`config.mk`:
```
export PLATFORM = sky130hd
export DESIGN_NAME = sram_l1_port_arbiter_flat
export DESIGN_NICKNAME = d
export VERILOG_FILES = /design/src/rtl/sram_l1_ctrl_pkg.sv /design/src/rtl/sram_l1_port_arbiter_if.sv /design/src/rtl/sram_l1_rr_arbiter.sv /design/src/rtl/sram_l1_port_arbiter.sv /design/src/flat_wrapper.sv
export SDC_FILE = /design/constraint.sdc
export NUM_CORES = 1
export LEC_CHECK = 0
export BUFFER_PORTS_ARGS = -buffer_cell sky130_fd_sc_hd__buf_2
export CORE_AREA = 2 2 151 153
export CTS_CLUSTER_SIZE = 30
export DETAILED_ROUTE_END_ITERATION = 16
export DIE_AREA = 0 0 153 155
export GPL_ROUTABILITY_DRIVEN = 0
export PLACE_DENSITY = 0.56
export REMOVE_ABC_BUFFERS = 1
export SLEW_MARGIN = 0
export SYNTH_ARGS = -nofsm -noshare
export SYNTH_HDL_FRONTEND = slang
export SYNTH_SLANG_ARGS = --single-unit
```
`constraint.sdc`:
```
create_clock -name clk -period 13.1 [get_ports clk]
set_input_delay 1.31 -clock clk [delete_from_list [all_inputs] [get_ports clk]]
set_output_delay 1.31 -clock clk [all_outputs]
set_load 0.01 [all_outputs]
```
`src/rtl/sram_l1_ctrl_pkg.sv`:
```
// Shared types and constants for the L1 SRAM port arbiter: FSM state encoding,
// default bus widths and the active-low SRAM control levels.
package sram_l1_ctrl_pkg;

  typedef enum logic [2:0] {
    IDLE    = 3'd0,
    SETUP   = 3'd1,
    WR_HOLD = 3'd2,
    RD_WAIT = 3'd3,
    RESP    = 3'd4
  } state_e;

  localparam int DEF_ADDR_W = 11;
  localparam int DEF_DATA_W = 64;
  localparam int DEF_MASK_W = 8;

  // SRAM control pins are active low.
  localparam logic CSB_ON   = 1'b0;
  localparam logic CSB_OFF  = 1'b1;
  localparam logic WE_WRITE = 1'b0;
  localparam logic WE_READ  = 1'b1;

  function automatic int max_int(input int a, input int b);
    return (a > b) ? a : b;
  endfunction

endpackage

```
`src/rtl/sram_l1_port_arbiter_if.sv`:
```
// Requester-side bus of the L1 SRAM port arbiter: packed per-requester
// request payloads, one-hot handshake and the shared response channel.
interface sram_l1_port_arbiter_if
  import sram_l1_ctrl_pkg::*;
#(
  parameter int NREQ   = 2,
  parameter int ADDR_W = DEF_ADDR_W,
  parameter int DATA_W = DEF_DATA_W,
  parameter int MASK_W = DEF_MASK_W
);

  logic [NREQ-1:0]        req_valid;
  logic [NREQ-1:0]        req_ready;
  logic [NREQ-1:0]        req_we;
  logic [NREQ*ADDR_W-1:0] req_addr;
  logic [NREQ*DATA_W-1:0] req_wdata;
  logic [NREQ*MASK_W-1:0] req_wmask;

  logic [NREQ-1:0]        rsp_valid;
  logic [DATA_W-1:0]      rsp_rdata;
  logic                   rsp_err;

  // Requesters drive the request payload and observe handshake/response.
  modport master (
    output req_valid, req_we, req_addr, req_wdata, req_wmask,
    input  req_ready, rsp_valid, rsp_rdata, rsp_err
  );

  modport slave (
    input  req_valid, req_we, req_addr, req_wdata, req_wmask,
    output req_ready, rsp_valid, rsp_rdata, rsp_err
  );

endinterface

```
`src/rtl/sram_l1_rr_arbiter.sv`:
```
// Round-robin grant generator: one-hot grant from the request vector, search
// starting at the pointer, pointer advanced past the winner on accept.
module sram_l1_rr_arbiter #(
  parameter  int NREQ  = 2,
  localparam int IDX_W = (NREQ > 1) ? $clog2(NREQ) : 1
) (
  input  logic             clk,
  input  logic             rst,
  input  logic [NREQ-1:0]  req,
  input  logic             accept,
  output logic [NREQ-1:0]  grant,
  output logic [IDX_W-1:0] grant_idx
);

  logic [IDX_W-1:0] ptr_reg;
  logic [IDX_W-1:0] ptr_next;
  logic [IDX_W:0]   cand;
  logic             found;

  // Walk the requesters in rotated order; the first asserted one wins.
  always_comb begin
    grant     = '0;
    grant_idx = '0;
    found     = 1'b0;
    cand      = '0;
    for (int off = 0; off < NREQ; off++) begin
      cand = {1'b0, ptr_reg} + (IDX_W+1)'(off);
      if (cand >= (IDX_W+1)'(NREQ)) begin
        cand = cand - (IDX_W+1)'(NREQ);
      end
      if (!found && req[cand[IDX_W-1:0]]) begin
        found                   = 1'b1;
        grant[cand[IDX_W-1:0]]  = 1'b1;
        grant_idx               = cand[IDX_W-1:0];
      end
    end
  end

  always_comb begin
    ptr_next = ptr_reg;
    if (accept) begin
      ptr_next = (grant_idx == IDX_W'(NREQ-1)) ? '0 : grant_idx + IDX_W'(1);
    end
  end

  always_ff @(posedge clk or posedge rst) begin
    if (rst) begin
      ptr_reg <= '0;
    end else begin
      ptr_reg <= ptr_next;
    end
  end

endmodule

```
`src/rtl/sram_l1_port_arbiter.sv`:
```
// Shares one L1 SRAM wrapper between NREQ requesters: round-robin accept,
// active-low csb/we sequencing, variable read latency with timeout, 1-cycle response.
module sram_l1_port_arbiter
  import sram_l1_ctrl_pkg::*;
#(
  parameter int NREQ      = 2,
  parameter int ADDR_W    = DEF_ADDR_W,
  parameter int DATA_W    = DEF_DATA_W,
  parameter int MASK_W    = DEF_MASK_W,
  parameter int WR_CYCLES = 2,
  parameter int TIMEOUT   = 80
) (
  input  logic                  clk,
  input  logic                  rst,
  sram_l1_port_arbiter_if.slave req_if,
  output logic                  sram_csb,
  output logic                  sram_we,
  output logic [ADDR_W-1:0]     sram_addr,
  output logic [DATA_W-1:0]     sram_wdata,
  output logic [MASK_W-1:0]     sram_wmask,
  input  logic [DATA_W-1:0]     sram_rdata,
  input  logic                  sram_ready
);

  localparam int IDX_W   = (NREQ > 1) ? $clog2(NREQ) : 1;
  localparam int CNT_MAX = max_int(TIMEOUT, WR_CYCLES);
  localparam int CNT_W   = $clog2(CNT_MAX + 1);

  state_e            state_reg, state_next;
  logic              we_reg, we_next;
  logic [IDX_W-1:0]  idx_reg, idx_next;
  logic [CNT_W-1:0]  cnt_reg, cnt_next;
  logic              csb_reg, csb_next;
  logic              swe_reg, swe_next;
  logic [ADDR_W-1:0] addr_reg, addr_next;
  logic [DATA_W-1:0] wdata_reg, wdata_next;
  logic [MASK_W-1:0] wmask_reg, wmask_next;
  logic [NREQ-1:0]   rsp_valid_reg, rsp_valid_next;
  logic [DATA_W-1:0] rdata_reg, rdata_next;
  logic              err_reg, err_next;

  logic [NREQ-1:0]   arb_req;
  logic [NREQ-1:0]   grant;
  logic [IDX_W-1:0]  grant_idx;
  logic              accept;

  logic [ADDR_W-1:0] addr_arr  [NREQ];
  logic [DATA_W-1:0] wdata_arr [NREQ];
  logic [MASK_W-1:0] wmask_arr [NREQ];

  genvar gi;
  generate
    for (gi = 0; gi < NREQ; gi++) begin : g_unpack
      assign addr_arr[gi]  = req_if.req_addr[gi*ADDR_W +: ADDR_W];
      assign wdata_arr[gi] = req_if.req_wdata[gi*DATA_W +: DATA_W];
      assign wmask_arr[gi] = req_if.req_wmask[gi*MASK_W +: MASK_W];
    end
  endgenerate

  // Requests are only visible to the arbiter while idle and out of reset,
  // so req_ready can never overlap a busy state or a response.
  assign arb_req = (state_reg == IDLE && !rst) ? req_if.req_valid : '0;
  assign accept  = |grant;

  sram_l1_rr_arbiter #(
    .NREQ (NREQ)
  ) u_rr (
    .clk       (clk),
    .rst       (rst),
    .req       (arb_req),
    .accept    (accept),
    .grant     (grant),
    .grant_idx (grant_idx)
  );

  always_comb begin
    state_next     = state_reg;
    we_next        = we_reg;
    idx_next       = idx_reg;
    cnt_next       = cnt_reg;
    csb_next       = csb_reg;
    swe_next       = swe_reg;
    addr_next      = addr_reg;
    wdata_next     = wdata_reg;
    wmask_next     = wmask_reg;
    rsp_valid_next = '0;
    rdata_next     = rdata_reg;
    err_next       = err_reg;

    case (state_reg)
      IDLE: begin
        if (accept) begin
          we_next    = req_if.req_we[grant_idx];
          idx_next   = grant_idx;
          addr_next  = addr_arr[grant_idx];
          wdata_next = wdata_arr[grant_idx];
          wmask_next = wmask_arr[grant_idx];
          swe_next   = req_if.req_we[grant_idx] ? WE_WRITE : WE_READ;
          csb_next   = CSB_OFF;
          state_next = SETUP;
        end
      end

      SETUP: begin
        csb_next   = CSB_ON;
        cnt_next   = CNT_W'(1);
        state_next = we_reg ? WR_HOLD : RD_WAIT;
      end

      WR_HOLD: begin
        if (cnt_reg >= CNT_W'(WR_CYCLES)) begin
          csb_next                = CSB_OFF;
          swe_next                = WE_READ;
          err_next                = 1'b0;
          rsp_valid_next[idx_reg] = 1'b1;
          state_next              = RESP;
        end else begin
          cnt_next = cnt_reg + CNT_W'(1);
        end
      end

      RD_WAIT: begin
        // Data beats the timeout when both land on the same cycle.
        if (sram_ready) begin
          rdata_next              = sram_rdata;
          err_next                = 1'b0;
          csb_next                = CSB_OFF;
          swe_next                = WE_READ;
          rsp_valid_next[idx_reg] = 1'b1;
          state_next              = RESP;
        end else if (cnt_reg >= CNT_W'(TIMEOUT)) begin
          rdata_next              = '0;
          err_next                = 1'b1;
          csb_next                = CSB_OFF;
          swe_next                = WE_READ;
          rsp_valid_next[idx_reg] = 1'b1;
          state_next              = RESP;
        end else begin
          cnt_next = cnt_reg + CNT_W'(1);
        end
      end

      RESP: begin
        csb_next   = CSB_OFF;
        swe_next   = WE_READ;
        state_next = IDLE;
      end

      default: begin
        csb_next   = CSB_OFF;
        swe_next   = WE_READ;
        state_next = IDLE;
      end
    endcase
  end

  always_ff @(posedge clk or posedge rst) begin
    if (rst) begin
      state_reg     <= IDLE;
      we_reg        <= 1'b0;
      idx_reg       <= '0;
      cnt_reg       <= '0;
      csb_reg       <= CSB_OFF;
      swe_reg       <= WE_READ;
      addr_reg      <= '0;
      wdata_reg     <= '0;
      wmask_reg     <= '0;
      rsp_valid_reg <= '0;
      rdata_reg     <= '0;
      err_reg       <= 1'b0;
    end else begin
      state_reg     <= state_next;
      we_reg        <= we_next;
      idx_reg       <= idx_next;
      cnt_reg       <= cnt_next;
      csb_reg       <= csb_next;
      swe_reg       <= swe_next;
      addr_reg      <= addr_next;
      wdata_reg     <= wdata_next;
      wmask_reg     <= wmask_next;
      rsp_valid_reg <= rsp_valid_next;
      rdata_reg     <= rdata_next;
      err_reg       <= err_next;
    end
  end

  assign req_if.req_ready = grant;
  assign req_if.rsp_valid = rsp_valid_reg;
  assign req_if.rsp_rdata = rdata_reg;
  assign req_if.rsp_err   = err_reg;

  assign sram_csb   = csb_reg;
  assign sram_we    = swe_reg;
  assign sram_addr  = addr_reg;
  assign sram_wdata = wdata_reg;
  assign sram_wmask = wmask_reg;

endmodule

```
`src/flat_wrapper.sv`:
```
// flat-port wrapper written by rule: the top's interface ports become plain ports
module sram_l1_port_arbiter_flat import sram_l1_ctrl_pkg::*;
#(
  parameter int NREQ      = 2,
  parameter int ADDR_W    = DEF_ADDR_W,
  parameter int DATA_W    = DEF_DATA_W,
  parameter int MASK_W    = DEF_MASK_W,
  parameter int WR_CYCLES = 2,
  parameter int TIMEOUT   = 80
)
  (clk, rst, sram_csb, sram_we, sram_addr, sram_wdata, sram_wmask, sram_rdata, sram_ready, req_if_req_valid, req_if_req_we, req_if_req_addr, req_if_req_wdata, req_if_req_wmask, req_if_req_ready, req_if_rsp_valid, req_if_rsp_rdata, req_if_rsp_err);
  sram_l1_port_arbiter_if #(.NREQ(NREQ), .ADDR_W(ADDR_W), .DATA_W(DATA_W), .MASK_W(MASK_W)) req_if_i ();
  input  logic clk;
  input  logic rst;
  output logic sram_csb;
  output logic sram_we;
  output logic [ADDR_W-1:0] sram_addr;
  output logic [DATA_W-1:0] sram_wdata;
  output logic [MASK_W-1:0] sram_wmask;
  input  logic [DATA_W-1:0] sram_rdata;
  input  logic sram_ready;
  input wire logic [$bits(req_if_i.req_valid)-1:0] req_if_req_valid;
  input wire logic [$bits(req_if_i.req_we)-1:0] req_if_req_we;
  input wire logic [$bits(req_if_i.req_addr)-1:0] req_if_req_addr;
  input wire logic [$bits(req_if_i.req_wdata)-1:0] req_if_req_wdata;
  input wire logic [$bits(req_if_i.req_wmask)-1:0] req_if_req_wmask;
  output wire logic [$bits(req_if_i.req_ready)-1:0] req_if_req_ready;
  output wire logic [$bits(req_if_i.rsp_valid)-1:0] req_if_rsp_valid;
  output wire logic [$bits(req_if_i.rsp_rdata)-1:0] req_if_rsp_rdata;
  output wire logic [$bits(req_if_i.rsp_err)-1:0] req_if_rsp_err;
  assign req_if_i.req_valid = req_if_req_valid;
  assign req_if_i.req_we = req_if_req_we;
  assign req_if_i.req_addr = req_if_req_addr;
  assign req_if_i.req_wdata = req_if_req_wdata;
  assign req_if_i.req_wmask = req_if_req_wmask;
  assign req_if_req_ready = req_if_i.req_ready;
  assign req_if_rsp_valid = req_if_i.rsp_valid;
  assign req_if_rsp_rdata = req_if_i.rsp_rdata;
  assign req_if_rsp_err = req_if_i.rsp_err;
  sram_l1_port_arbiter #(.NREQ(NREQ), .ADDR_W(ADDR_W), .DATA_W(DATA_W), .MASK_W(MASK_W), .WR_CYCLES(WR_CYCLES), .TIMEOUT(TIMEOUT)) u_core (.clk(clk), .rst(rst), .req_if(req_if_i), .sram_csb(sram_csb), .sram_we(sram_we), .sram_addr(sram_addr), .sram_wdata(sram_wdata), .sram_wmask(sram_wmask), .sram_rdata(sram_rdata), .sram_ready(sram_ready));
endmodule
```
==> impl_metrics.tcl, run 1 <==
set metrics [dict create \
    status "complete, no violations" \
    period_share 0.3611 \
    core_um2 22230 \
    syn-instance-count 690 \
    yosys.area_share.simple 0.1385 \
    antenna_found_initial 2 \
    total_power_w 0.002268 \
    grt_first_pass_wirelength_mm 36.23 \
    max_cap_viol_count 0 \
    initial_core_util 0.3125 \
    crit_path_max_incr_delay_ps 660 \
    clock_latency_ps 420 \
    synth_mux_area_frac 0.007746 \
    clockBufferDepth 2 \
    drt_iter0_drc 431 \
    critical_path_class "primary input to output pin" \
    crit_path_frequent_cell "buf_2" \
    setup_tns_ps 0 \
    drc_errors 0 \
    hp-class "flop to flop" \
    grt_pass1_vias 6445 \
    hold_slack_ps 435.7 \
    slowest_stage "buf_4" \
    synth_cell_types 44 \
    tightest_slew_ps 925.0 \
    path_buf_inv 4 \
    grt_overflow 0 \
    htreeDepth 4 \
    viasPerCell 4.853 \
    synth_warnings 0 \
    synth_compound_area_frac 0.2117 \
    synth_seq_area_share 0.5948 \
    totalWireLength_mm 23.40 \
    io_pins 391 \
    dieArea_um2 23720 \
    wire_per_inst_um 17.27 \
    leakage_nw 5.134 \
    holdBufCountCts 0 \
    grt_usage 0.1940 \
    cts_root_buffer "clkbuf_16" \
    port_buffers 390 \
    final_common_cell "buf_2" \
    slew_headroom 0.3833 \
    synth_top_family_by_area "compound AO/OA/AOI/OAI gates" \
    hold_viol 0 \
    post_cts_buffers 0 \
    synth_fa_ha_area_frac 0.003603 \
    critPathTopFamily "buffers and inverters" \
    dp_hpwl_mm 16.56 \
    r2r_setup_slack_ps 10350 \
    nets 1296 \
    fin_crit_ps 4730 \
    fin_skew_ps 12.21 \
    finalWorstSetupSlack_ps 8370 \
    first_pass_iters 4 \
    tritoncts "yes" \
    grt_max_degree 99 \
    crit_fanout 72 \
    clk_pin_slew_ps 60 \
    dpl.cell_count 1323 \
    fmax_ghz 0.2114 \
    synth-xor-area-share 0.001261 \
    synthesis.area_um2 6945 \
    cts_resized 0 \
    fin_cells 1355 \
    numCtsBuffers 17 \
    required_ps 11790 \
    setup_viol 0 \
    final_cell_mix "buf_2 (390), dfrtp_1 (163), a21oi_1 (146), nand2_1 (105), nor2_1 (88)" \
    rows 55 \
    crit_chain "buf_2, nor4_4, nand3_4, inv_2, buf_4, buf_2" \
    drtAntennaViolNets 0 \
    die_y_um 155 \
    max-vdd-ir-drop_mv 0.1040 \
    vias 6576 \
    cp-end-kind "output pin" \
    clock-sinks 165 \
    powerDensity_nw_per_um2 235.2 \
    drive_gt1_frac 0.4150 \
    synth.avg_cell_area_um2 10.07 \
    cp-start-kind "primary input" \
    die-width_um 153 \
    crit_arrival_ps 3420 \
    ys_ff_latch 165 \
    antenna_cells 0 \
    place_ws_ps 8328 \
    syn_to_final_growth_pct 38.82 \
    rsz0062_at_grt "no" \
    slew_viol_final 0 \
]
-- path summary, 6_finish.rpt --
check	start	endpoint	cells past startpoint
max	rst	req_if_req_ready[1]	6
min	u_core.idx_reg	u_core.req_if.rsp_valid[0]	1
max reg2reg	u_core.state_reg[1]	u_core.sram_wdata[56]	6
min reg2reg	u_core.idx_reg	u_core.req_if.rsp_valid[0]	1
max in group asynchronous	rst	u_core.req_if.rsp_err	3
min in group asynchronous	rst	u_core.sram_wdata[16]	2
-- worst reg2reg max path, cell delays in order (launching register included) --
cell and delay, ps:
dfrtp_1 520, nor4_4 450, nand2_4 400, inv_2 190, buf_4 720, a21oi_1 210, a21oi_1 190
-- per-stage QoR --
step,cell area [µm²],utilization
floorplan,6674,-
global placement,9051,0.4072
detailed placement,9051,0.4072
CTS,9642,0.4338
global route,9642,0.4338
finish,9642,0.4338
-- cell usage after synthesis, drive strengths merged --
cell type  number  area [µm²]
and2b           1       10.01
nor3            2       10.01
clkbuf         15       56.30
a21boi          1       7.510
nand3b          1       7.510
mux2            3       33.78
or3b            2       17.52
nand2b          2       12.51
nor4            2       27.53
dfstp           2       52.55
a22o           64       560.5
and4            2       17.52
dfrtp         163        4079
a31oi          14       87.58
and4b           1       10.01
or3             2       12.51
o21ai           5       25.02
mux2i           2       20.02
nand4           2       12.51
o21a            3       22.52
inv             6       22.52
buf            34       215.2
o211ai          2       20.02
a21oi         146       730.7
xor2            1       8.760
o31ai           1       7.510
and2            2       12.51
and3            3       18.77
o311ai          1       8.760
nor2           88       330.3
nor2b           4       25.02
ha              2       25.02
nand3           5       37.54
nand2         106       400.4
-- logic make-up after synthesis --
family                     after synthesis
AOI/OAI and AO/OA                      237
muxes                                    5
xor gates and xnor gates                 1
and+or+nand+nor                        225
adders and majority gates                2
buffers and inverters                   55
DFF                                    165
-- metal layers --
| layer | wire length, µm | vias up | GRT usage |
|---|---|---|---|
| li1 | - | 3146 | - |
| met1 | 9848 | 3123 | 0.2453 |
| met2 | 11390 | 279 | 0.3212 |
| met3 | 1828 | 24 | 0.06240 |
| met4 | 315 | 4 | 0.05511 |
| met5 | 22 | - | 0 |
-- power by group --
| group | internal (W) | switching [W] |
|---|---|---|
| clock | 0.000279 | 0.000228 |
| sequential | 0.000755 | 0.000132 |
| combinational | 0.000384 | 0.000490 |
| total | 0.00142 | 0.000850 |
-- layout make-up --
cell class	instances	area [µm²]
fillers	2285	12590
flip-flops and latches	165	4131
multi-input cells	470	2531
repair buffers	397	2004
clock buffers	19	452.9
well taps	285	356.6
clock inverters	13	137.6
inverters	6	27.53
Power figures use the tool's default switching activity.
==> run 2, diff against run 1 <==
- CORE_AREA: 2 2 151 153 -> 2 2 154 156
- DIE_AREA: 0 0 153 155 -> 0 0 156 158
- PLACE_DENSITY: 0.56 -> 0.54
- clock period: 13.1 -> 4.7 ns (I/O delays scaled with it)
==> impl_metrics.tcl, run 2 (same netlist as run 1, synthesis figures left out) <==
set metrics [dict create \
    nFillCells 2354 \
    htreeDepth 4 \
    slowest_stage "inv_2" \
    clock-sinks 165 \
    rows 56 \
    fmax_ghz 0.3229 \
    crit_arrival_ps 2630 \
    setup_viol 0 \
    die_y_um 158 \
    critical_path_class "flop to output pin" \
    required_ps 4230 \
    final_common_cell "buf_2" \
    powerDensity_nw_per_um2 645.5 \
    tritoncts "yes" \
    nets 1299 \
    first_pass_iters 4 \
    hold_viol 0 \
    tightest_slew_ps 1101 \
    initial_core_util 0.3013 \
    critPathTopFamily "buffers and inverters" \
    crit_chain "nor4_4, nand3_4, inv_2, buf_2" \
    rsz0062_at_grt "no" \
    antenna_found_initial 5 \
    grt_max_degree 92 \
    totalWireLength_mm 23.31 \
    fin_util 0.4169 \
    leakage_nw 5.105 \
    r2r_start "u_core.state_reg[1]" \
    clk_pin_slew_ps 70 \
    cts_resized 0 \
    die-width_um 156 \
    grt_first_pass_wirelength_mm 34.73 \
    period_share 0.6589 \
    place_area_um2 9080 \
    final_cell_mix "buf_2 (390), dfrtp_1 (163), a21oi_1 (146), nand2_1 (105), nor2_1 (88)" \
    grt_usage 0.1821 \
    cp-start-kind "flop" \
    drc_errors 0 \
    place_ws_ps 2009 \
    design_area_um2 9610 \
    port_buffers 390 \
    vias 6561 \
    wire_per_inst_um 17.12 \
    drive_gt1_frac 0.4146 \
    dp_hpwl_mm 16.55 \
    syn_to_final_growth_pct 38.37 \
    fin_crit_ps 3097 \
    dieArea_um2 24650 \
    clockBufferDepth 2 \
    fin_skew_ps 11.37 \
    max_cap_viol_count 0 \
    core_um2 23050 \
    numCtsBuffers 17 \
    post_cts_buffers 0 \
    grt_overflow 0 \
    finalWorstSetupSlack_ps 1603 \
    io_pins 391 \
    status "complete, no violations" \
    total_power_w 0.006204 \
    max-vdd-ir-drop_mv 0.2403 \
    cts_root_buffer "clkbuf_16" \
    holdBufCountCts 0 \
    crit_path_max_incr_delay_ps 770 \
    drtAntennaViolNets 0 \
    slew_headroom 0.2663 \
    slew_viol_final 0 \
    viasPerCell 4.817 \
    hold_slack_ps 250.6 \
    path_buf_inv 2 \
    startpoint "u_core.state_reg[1]" \
    cp-end-kind "output pin" \
    clock_latency_ps 410 \
    crit_fanout 56 \
    grt_pass1_vias 6384 \
    drt_iter0_drc 326 \
    hp-class "primary input to async pin" \
]
## run 2: cell types whose count changed in the layout (fill, tap and decap cells not counted), moves of 2 or more
cell / delta
buf_4: +3
clkbuf_8: -2
clkinvlp_4: +3
inv_8: -2
## run 2: layer usage
layer  part of all wire  track usage
met1               0.42       0.2249
met2               0.47       0.3013
met3              0.083      0.06077
met4              0.019      0.05941
met5             0.0017            0
## run 2: per-stage QoR
stage,cells,setup TNS (ps)
global route,1361,0
global placement,1331,0
CTS,1361,0
floorplan,641,-37220
finish,1362,0
detailed placement,1331,0
## run 2: final cells by class
type                       instances  area (µm²)  share of cell area
sequential                       165        4131              0.4299
multi-input combinational        470        2531              0.2634
timing repair buffer             400        2027              0.2109
clock buffer                      18       429.2             0.04466
tap                              290       362.8             0.03776
clock inverter                    12       98.84             0.01029
inverter                           6       27.53            0.002864
antenna                            1       2.502           0.0002604
## run 2: final timing paths
path,to,slack (ps),cells past startpoint
worst max-delay path,req_if_req_ready[1],1600,4
worst min-delay path,u_core.sram_wdata[16],250,2
worst max register to register,u_core.sram_wdata[58],2110,6
worst min register to register,u_core.req_if.rsp_valid[0],450,1
max in group asynchronous,u_core.sram_wdata[2],3400,3
min in group clk,u_core.req_if.rsp_rdata[63],280,2
## run 2: where the power goes
part | switching, W | internal (W) | total [W]
sequential | 0.000373 | 0.00211 | 0.00248
clock | 0.000608 | 0.000680 | 0.00129
combinational | 0.00136 | 0.00107 | 0.00244
total | 0.00234 | 0.00386 | 0.00620
